--- src/rtl/wb_uart_master_if.sv ---
// Wishbone master-side bundle for the UART debug/boot bridge.
//   wb_adr_o  32  byte address
//   wb_dat_o  32  write data
//   wb_dat_i  32  read data
//   wb_sel_o   4  byte selects
//   wb_we_o    1  write enable
//   wb_cyc_o   1  bus cycle
//   wb_stb_o   1  strobe
//   wb_ack_i   1  slave acknowledge
//   wb_err_i   1  slave error
interface wb_uart_master_if;
  logic [31:0] wb_adr_o;
  logic [31:0] wb_dat_o;
  logic [31:0] wb_dat_i;
  logic [3:0]  wb_sel_o;
  logic        wb_we_o;
  logic        wb_cyc_o;
  logic        wb_stb_o;
  logic        wb_ack_i;
  logic        wb_err_i;

  modport master (
    output wb_adr_o, wb_dat_o, wb_sel_o, wb_we_o, wb_cyc_o, wb_stb_o,
    input  wb_dat_i, wb_ack_i, wb_err_i
  );

  modport slave (
    input  wb_adr_o, wb_dat_o, wb_sel_o, wb_we_o, wb_cyc_o, wb_stb_o,
    output wb_dat_i, wb_ack_i, wb_err_i
  );
endinterface

--- src/rtl/wb_uart_master.sv ---
// Serial debug/boot bridge: 8N1 command frames on uart_rxd become single
// 32-bit Wishbone read/write cycles; the result is replied on uart_txd.
//   'W' 0x57 + ADR[4] + DAT[4] -> write, reply 0x06 (ack) / 0x15 (err, timeout)
//   'R' 0x52 + ADR[4]          -> read,  reply DAT[4] (ack) / 0x15 (err, timeout)
// Ports:
//   clk       in   system clock
//   reset     in   synchronous active-high reset
//   uart_rxd  in   serial input, asynchronous, idle high
//   uart_txd  out  serial output, idle high
//   busy      out  high whenever the command FSM is not idle
//   bus       wb_uart_master_if.master  Wishbone master port
//
// state    | meaning
// ---------+--------------------------------------------------------
// s_idle   | waiting for a 'W' or 'R' command byte
// s_addr   | collecting 4 address bytes, MSB first
// s_data   | collecting 4 write-data bytes, MSB first (writes only)
// s_bus    | cyc/stb asserted, waiting for ack/err or bus timeout
// s_reply  | sending reply bytes back-to-back
module wb_uart_master #(
  parameter int unsigned clk_freq     = 50000000,
  parameter int unsigned baud         = 115200,
  parameter int unsigned bus_timeout  = 1024,
  parameter int unsigned idle_timeout = 32
) (
  input  logic              clk,
  input  logic              reset,
  input  logic              uart_rxd,
  output logic              uart_txd,
  output logic              busy,
  wb_uart_master_if.master  bus
);

  localparam int unsigned div      = clk_freq / baud;
  localparam int unsigned idle_cyc = idle_timeout * div;
  localparam int          bw       = $clog2(div + 1);
  localparam int          iw       = $clog2(idle_cyc + 1);
  localparam int          tw       = $clog2(bus_timeout + 1);

  localparam logic [bw-1:0] div_last     = bw'(div - 1);
  localparam logic [bw-1:0] half_last    = bw'(div / 2 - 1);
  localparam logic [iw-1:0] idle_last    = iw'(idle_cyc - 1);
  localparam logic [tw-1:0] timeout_last = tw'(bus_timeout - 1);

  localparam logic [7:0] cmd_write = 8'h57;
  localparam logic [7:0] cmd_read  = 8'h52;
  localparam logic [7:0] rep_ack   = 8'h06;
  localparam logic [7:0] rep_nak   = 8'h15;

  // ---------------- receiver ----------------
  logic          rxd_meta, rxd_sync, rxd_prev;
  logic          rx_active;
  logic [3:0]    rx_bit;
  logic [bw-1:0] rx_cnt;
  logic [7:0]    rx_shift;
  logic          rx_valid, rx_ferr;

  // rx_bit: 0 = start re-check, 1..8 = data bits, 9 = stop bit
  always_ff @(posedge clk) begin
    if (reset) begin
      rxd_meta  <= 1'b1;
      rxd_sync  <= 1'b1;
      rxd_prev  <= 1'b1;
      rx_active <= 1'b0;
      rx_bit    <= '0;
      rx_cnt    <= '0;
      rx_shift  <= '0;
      rx_valid  <= 1'b0;
      rx_ferr   <= 1'b0;
    end else begin
      rxd_meta <= uart_rxd;
      rxd_sync <= rxd_meta;
      rxd_prev <= rxd_sync;
      rx_valid <= 1'b0;
      rx_ferr  <= 1'b0;
      if (!rx_active) begin
        if (rxd_prev && !rxd_sync) begin
          rx_active <= 1'b1;
          rx_bit    <= '0;
          rx_cnt    <= half_last;
        end
      end else if (rx_cnt != '0) begin
        rx_cnt <= rx_cnt - 1'b1;
      end else begin
        rx_cnt <= div_last;
        if (rx_bit == 4'd0) begin
          // line back high at mid start bit: a glitch, not a frame
          if (rxd_sync) rx_active <= 1'b0;
          else          rx_bit    <= 4'd1;
        end else if (rx_bit <= 4'd8) begin
          rx_shift <= {rxd_sync, rx_shift[7:1]};
          rx_bit   <= rx_bit + 4'd1;
        end else begin
          rx_active <= 1'b0;
          if (rxd_sync) rx_valid <= 1'b1;
          else          rx_ferr  <= 1'b1;
        end
      end
    end
  end

  // ---------------- transmitter ----------------
  logic          tx_active;
  logic [3:0]    tx_left;
  logic [bw-1:0] tx_cnt;
  logic [7:0]    tx_shift;
  logic          tx_load;
  logic [7:0]    tx_data;

  // Ones are shifted in behind the data so the stop bit falls out naturally.
  always_ff @(posedge clk) begin
    if (reset) begin
      uart_txd  <= 1'b1;
      tx_active <= 1'b0;
      tx_left   <= '0;
      tx_cnt    <= '0;
      tx_shift  <= '0;
    end else if (tx_load && !tx_active) begin
      uart_txd  <= 1'b0;
      tx_active <= 1'b1;
      tx_left   <= 4'd9;
      tx_cnt    <= div_last;
      tx_shift  <= tx_data;
    end else if (tx_active) begin
      if (tx_cnt != '0) begin
        tx_cnt <= tx_cnt - 1'b1;
      end else begin
        tx_cnt <= div_last;
        if (tx_left == 4'd0) begin
          tx_active <= 1'b0;
          uart_txd  <= 1'b1;
        end else begin
          uart_txd <= tx_shift[0];
          tx_shift <= {1'b1, tx_shift[7:1]};
          tx_left  <= tx_left - 4'd1;
        end
      end
    end
  end

  // ---------------- command FSM ----------------
  typedef enum logic [2:0] {s_idle, s_addr, s_data, s_bus, s_reply} state_t;

  state_t        state, state_next;
  logic [1:0]    byte_cnt;
  logic          is_write;
  logic [31:0]   adr_sh, dat_sh;
  logic [iw-1:0] idle_cnt;
  logic [tw-1:0] bus_cnt;
  logic [31:0]   reply_sh;
  logic [2:0]    reply_left;
  logic [31:0]   adr_q, dat_q;
  logic          we_q;
  logic          take_byte, to_bus, bus_end;

  always_ff @(posedge clk) begin
    if (reset) state <= s_idle;
    else       state <= state_next;
  end

  always_comb begin
    state_next = state;
    take_byte  = 1'b0;
    to_bus     = 1'b0;
    bus_end    = 1'b0;
    tx_load    = 1'b0;
    tx_data    = reply_sh[31:24];
    case (state)
      s_idle: begin
        if (rx_valid && (rx_shift == cmd_write || rx_shift == cmd_read))
          state_next = s_addr;
      end
      s_addr, s_data: begin
        if (rx_ferr) begin
          state_next = s_idle;
        end else if (rx_valid) begin
          take_byte = 1'b1;
          if (byte_cnt == 2'd3) begin
            if (state == s_addr && is_write) begin
              state_next = s_data;
            end else begin
              state_next = s_bus;
              to_bus     = 1'b1;
            end
          end
        end else if (idle_cnt == '0) begin
          state_next = s_idle;
        end
      end
      s_bus: begin
        if (bus.wb_ack_i || bus.wb_err_i || bus_cnt == '0) begin
          bus_end    = 1'b1;
          state_next = s_reply;
        end
      end
      s_reply: begin
        if (!tx_active) begin
          if (reply_left != 3'd0) tx_load    = 1'b1;
          else                    state_next = s_idle;
        end
      end
      default: state_next = s_idle;
    endcase
  end

  always_ff @(posedge clk) begin
    if (reset) begin
      byte_cnt   <= '0;
      is_write   <= 1'b0;
      adr_sh     <= '0;
      dat_sh     <= '0;
      idle_cnt   <= '0;
      bus_cnt    <= '0;
      reply_sh   <= '0;
      reply_left <= '0;
      adr_q      <= '0;
      dat_q      <= '0;
      we_q       <= 1'b0;
    end else begin
      if (state == s_idle && state_next == s_addr) begin
        is_write <= (rx_shift == cmd_write);
        byte_cnt <= '0;
      end
      if (take_byte) begin
        byte_cnt <= byte_cnt + 2'd1;
        if (state == s_addr) adr_sh <= {adr_sh[23:0], rx_shift};
        else                 dat_sh <= {dat_sh[23:0], rx_shift};
      end
      // silence timer restarts on every received byte
      if (rx_valid)             idle_cnt <= idle_last;
      else if (idle_cnt != '0)  idle_cnt <= idle_cnt - 1'b1;
      // bus outputs change only when a cycle starts, so they hold afterwards
      if (to_bus) begin
        bus_cnt <= timeout_last;
        we_q    <= is_write;
        if (is_write) begin
          adr_q <= adr_sh;
          dat_q <= {dat_sh[23:0], rx_shift};
        end else begin
          adr_q <= {adr_sh[23:0], rx_shift};
        end
      end else if (state == s_bus && bus_cnt != '0) begin
        bus_cnt <= bus_cnt - 1'b1;
      end
      // err wins over ack; neither means timeout
      if (bus_end) begin
        if (bus.wb_err_i || !bus.wb_ack_i) begin
          reply_sh   <= {rep_nak, 24'h0};
          reply_left <= 3'd1;
        end else if (we_q) begin
          reply_sh   <= {rep_ack, 24'h0};
          reply_left <= 3'd1;
        end else begin
          reply_sh   <= bus.wb_dat_i;
          reply_left <= 3'd4;
        end
      end else if (tx_load) begin
        reply_sh   <= {reply_sh[23:0], 8'h00};
        reply_left <= reply_left - 3'd1;
      end
    end
  end

  assign bus.wb_cyc_o = (state == s_bus);
  assign bus.wb_stb_o = (state == s_bus);
  assign bus.wb_sel_o = (state == s_bus) ? 4'hF : 4'h0;
  assign bus.wb_we_o  = we_q;
  assign bus.wb_adr_o = adr_q;
  assign bus.wb_dat_o = dat_q;
  assign busy         = (state != s_idle);

endmodule
--- src/flat_wrapper.sv ---
// flat-port wrapper written by rule: the top's interface ports become plain ports
module wb_uart_master_flat 
#(
  parameter int unsigned clk_freq     = 50000000,
  parameter int unsigned baud         = 115200,
  parameter int unsigned bus_timeout  = 1024,
  parameter int unsigned idle_timeout = 32
)
  (clk, reset, uart_rxd, uart_txd, busy, bus_wb_adr_o, bus_wb_dat_o, bus_wb_sel_o, bus_wb_we_o, bus_wb_cyc_o, bus_wb_stb_o, bus_wb_dat_i, bus_wb_ack_i, bus_wb_err_i);
  wb_uart_master_if bus_i ();
  input  logic clk;
  input  logic reset;
  input  logic uart_rxd;
  output logic uart_txd;
  output logic busy;
  output wire logic [$bits(bus_i.wb_adr_o)-1:0] bus_wb_adr_o;
  output wire logic [$bits(bus_i.wb_dat_o)-1:0] bus_wb_dat_o;
  output wire logic [$bits(bus_i.wb_sel_o)-1:0] bus_wb_sel_o;
  output wire logic [$bits(bus_i.wb_we_o)-1:0] bus_wb_we_o;
  output wire logic [$bits(bus_i.wb_cyc_o)-1:0] bus_wb_cyc_o;
  output wire logic [$bits(bus_i.wb_stb_o)-1:0] bus_wb_stb_o;
  input wire logic [$bits(bus_i.wb_dat_i)-1:0] bus_wb_dat_i;
  input wire logic [$bits(bus_i.wb_ack_i)-1:0] bus_wb_ack_i;
  input wire logic [$bits(bus_i.wb_err_i)-1:0] bus_wb_err_i;
  assign bus_wb_adr_o = bus_i.wb_adr_o;
  assign bus_wb_dat_o = bus_i.wb_dat_o;
  assign bus_wb_sel_o = bus_i.wb_sel_o;
  assign bus_wb_we_o = bus_i.wb_we_o;
  assign bus_wb_cyc_o = bus_i.wb_cyc_o;
  assign bus_wb_stb_o = bus_i.wb_stb_o;
  assign bus_i.wb_dat_i = bus_wb_dat_i;
  assign bus_i.wb_ack_i = bus_wb_ack_i;
  assign bus_i.wb_err_i = bus_wb_err_i;
  wb_uart_master #(.clk_freq(clk_freq), .baud(baud), .bus_timeout(bus_timeout), .idle_timeout(idle_timeout)) u_core (.clk(clk), .reset(reset), .uart_rxd(uart_rxd), .uart_txd(uart_txd), .busy(busy), .bus(bus_i));
endmodule
--- config.mk ---
export PLATFORM = sky130hd
export DESIGN_NAME = wb_uart_master_flat
export DESIGN_NICKNAME = d
export VERILOG_FILES = /design/src/rtl/wb_uart_master_if.sv /design/src/rtl/wb_uart_master.sv /design/src/flat_wrapper.sv
export SDC_FILE = /design/constraint.sdc
export NUM_CORES = 1
export LEC_CHECK = 0
export ABC_CLOCK_PERIOD_IN_PS = 3300
export CAP_MARGIN = 20
export CORE_MARGIN = 1
export CORE_UTILIZATION = 45
export CTS_CLUSTER_DIAMETER = 80
export DETAILED_ROUTE_END_ITERATION = 6
export PLACE_DENSITY = 0.66
export REMOVE_ABC_BUFFERS = 1
export SETUP_SLACK_MARGIN = 0.02
export SLEW_MARGIN = 20
export SYNTH_ARGS = -nofsm -noshare
export SYNTH_HDL_FRONTEND = slang
export SYNTH_SLANG_ARGS = --single-unit
export TNS_END_PERCENT = 5
--- constraint.sdc ---
create_clock -name clk -period 3.3 [get_ports clk]
set_input_delay 0.33 -clock clk [delete_from_list [all_inputs] [get_ports clk]]
set_output_delay 0.33 -clock clk [all_outputs]
set_load 0.02 [all_outputs]
==> flow_summary.json <==
{
  "status": "complete, but fails checks",
  "violations": "design-rule violations",
  "holdPathStages": 2,
  "grt_max_degree": 116,
  "hold_buffers": 0,
  "regToRegSetupSlack_ps": 680,
  "cellPowerDensity_nw_per_um2": 534,
  "clock_sinks": 237,
  "die_h_um": 154,
  "vias_per_cell": 5.58,
  "netlist_area_um2": 10300,
  "final_net_count": 1344,
  "die-area_um2": 23600,
  "placed_cell_area_um2": 11600,
  "whs_ps": 257,
  "wl_per_cell_um": 14.8,
  "pwr-share-clk_pct": 41.9,
  "worstPathArrival_ps": 3020,
  "power_frac_comb_pct": 11.9,
  "wirelength_mm": 23.6,
  "grtUsageTotal_pct": 20.1,
  "fin_tns_setup_ps": 0,
  "ctsResizeCount": 0,
  "rr_endpoint": "u_core.tx_shift[1]",
  "clockBufferDepth": 3,
  "r2r_cells": 7,
  "netlist.top_cell.by_area": "dfxtp_1",
  "synth_cell_types": 70,
  "postSynthCellCount": 1240,
  "cts_made_buffers": 26,
  "drc_errors": 2,
  "grt_pass1_wl_mm": 40.4,
  "crit_path_end_kind": "register",
  "drive_above_1_share_pct": 6.32,
  "synth-seq-area-share_pct": 45.9,
  "ir_drop_uv": 319,
  "synth_area_per_cell_um2": 8.34,
  "clkTransAtPathRegs_ps": 60,
  "hold_viol": 0,
  "dpl.hpwl_mm": 14.8,
  "drt-initial-drc-count": 588,
  "whs_endpoint": "u_core.adr_sh[28]",
  "vias": 8922,
  "skew_ps": 7.74,
  "setup_violations": 0,
  "clk_latency_ps": 530,
  "worstMarginPinSlew_ps": 876,
  "worstHoldStart": "reset",
  "p_int_mw": 4.96,
  "start_util_pct": 45.8,
  "portBuffers": 109,
  "antenna_found_initial": 0,
  "diodes": 0,
  "cts.htree.levels": 1,
  "core_um2": 22600,
  "die_w_um": 154,
  "drv_slew": 0,
  "core.rowCount": 55,
  "synth.top_cell.area_share_pct": 45.9,
  "grt_pass1_vias": 8031,
  "dr.pass1.iters": 7,
  "fmax_ghz": 0.382,
  "clockRootBuffer": "clkbuf_16",
  "rsz0062_at_grt": "false",
  "synth_seq_cells": 237,
  "fin_crit_ps": 2620,
  "worstSetupPathType": "reg2reg",
  "maxCapViolCount": 0,
  "synthArstFlopShare_pct": 0,
  "maxSlewHeadroom_pct": 41.5,
  "pin_count": 110,
  "p_sw_mw": 1.65,
  "cts_tree": "yes",
  "fin_util_pct": 54.8,
  "ant_nets": 0,
  "yosysMostFrequentCell": "dfxtp_1",
  "postCtsSetupBuffers": 0,
  "power_frac_seq_pct": 46.3,
  "synthTopCellsByArea": "dfxtp_1 (46%), nand2_1 (8.5%), a21oi_1 (7.5%), a211oi_1 (3.6%), mux2i_1 (3.4%)",
  "post-route-period-util_pct": 79.4,
  "finish.instance_area_um2": 12400,
  "overflow": 0,
  "synth_edf_count": 0,
  "yosys-top-cells-count": "dfxtp_1 (237), nand2_1 (233), a21oi_1 (155)",
  "hp-class": "in2reg",
  "p_leak_nw": 3.97,
  "synth-main-ff-cell": "dfxtp_1",
  "switching_share_pct": 25.0,
  "reg2reg_from": "u_core.reply_left[0]",
  "cp_max_fo": 24,
  "required_ps": 3700,
  "syn2layout_area_growth_pct": 19.8,
  "critPathLaunchType": "register",
  "place_congestion": 0.766,
  "ys.warnings.count": 0
}
## cell families (layout without fill, tap and decap cells)
group	count (synthesis)	in the layout	share of synthesized area, %
AOI/OAI and AO/OA	356	356	21.9
xor gates and xnor gates	9	9	0.763
adders and majority gates	11	11	1.33
buffers and inverters	129	202	5.08
DFF	237	237	45.9
muxes	35	35	3.39
and+or+nand+nor	463	463	21.6
## flip-flops by register name (all words and copies together), names as in the netlist, 2 cells and up
name	count
u_core.rx_shift	8
u_core.bus.wb_adr_o	32
u_core.rx_bit	4
u_core.idle_cnt	14
u_core.dat_sh	24
u_core.rx_cnt	9
u_core.bus_cnt	11
u_core.tx_cnt	9
u_core.state	3
u_core.tx_left	4
u_core.reply_left	3
u_core.tx_shift	8
u_core.reply_sh	32
u_core.byte_cnt	2
u_core.adr_sh	32
u_core.bus.wb_dat_o	32
## layout by cell type (no fill, tap or decap), types with 7 or more instances in the layout
cell             Yosys  final
nor2_1              70     70
nor3_1              19     18
o31ai_1             15     15
a31oi_1             19     19
mux2i_1             35     35
dfxtp_1            237    236
o21ai_0             39     39
nand4_1             13     13
a21oi_1            155    155
a2111oi_0           11     11
nand3_1             36     36
clkbuf_1            75     10
ha_1                11     11
a311oi_1            11     10
or4_1               10     10
nor3b_1              8      8
clkbuf_16            0     26
o2bb2ai_1           21     21
nand2b_1             7      7
nand2_1            233    233
clkdlybuf4s50_1      0    108
or3_1                8      8
inv_1               30     30
a211oi_1            49     49
buf_4                6     16
o211ai_1            14     14
## per-stage QoR
| stage | instances | power [mW] | setup slack, ps |
|---|---|---|---|
| CTS | 1598 | 6.68 | 680 |
| detailed placement | 1553 | 3.90 | 698 |
| global placement | 1553 | 3.88 | 766 |
| floorplan | 1141 | 3.67 | -292 |
| finish | 1598 | 6.62 | 679 |
| global route | 1598 | 6.93 | 443 |
## worst max path at each step
stage | depth (start not counted) | to | slack, ps | from
6_report | 7 | u_core.tx_shift[1] | 680 | u_core.reply_left[0]
5_1_grt | 7 | u_core.tx_shift[1] | 440 | u_core.reply_left[0]
4_1_cts | 7 | u_core.tx_shift[1] | 680 | u_core.reply_left[0]
3_5_place_dp | 7 | u_core.tx_shift[1] | 700 | u_core.reply_left[0]
3_3_place_gp | 7 | u_core.tx_shift[4] | 770 | u_core.reply_left[0]
2_1_floorplan | 4 | u_core.reply_sh[26] | -290 | u_core.state[0]
## layout make-up
cell class	instances	area [um^2]
well taps	285	357
inverters	30	113
fillers	2099	10200
multi-input cells	874	5090
clock buffers	42	771
flip-flops and latches	237	4750
clock inverters	3	51.3
repair buffers	127	1250
## power by group through the flow
| stage | clock, mW | combinational, mW | sequential (mW) |
|---|---|---|---|
| floorplan | 0 | 0.568 | 3.10 |
| finish | 2.77 | 0.784 | 3.06 |
| detailed placement | 0 | 0.776 | 3.12 |
| CTS | 2.83 | 0.782 | 3.06 |
| global placement | 0 | 0.764 | 3.12 |
| global route | 2.96 | 0.886 | 3.08 |
## routing by layer
layer  up-vias  track usage [%]  routed length [um]
li1       4559                -                   -
met1      4178             29.1               11700
met2       158             32.0               10800
met3        27             2.11                 788
met4         0             4.76                 345
met5         -                0                   0
## critical path, stage by stage (launching register included)
cell and delay (ps):
dfxtp_1 350, inv_1 50, ha_1 190, ha_1 240, or4b_4 650, nor2_4 470
nor2_1 120, a2111oi_0 420
(Power assumes the default switching activity.)
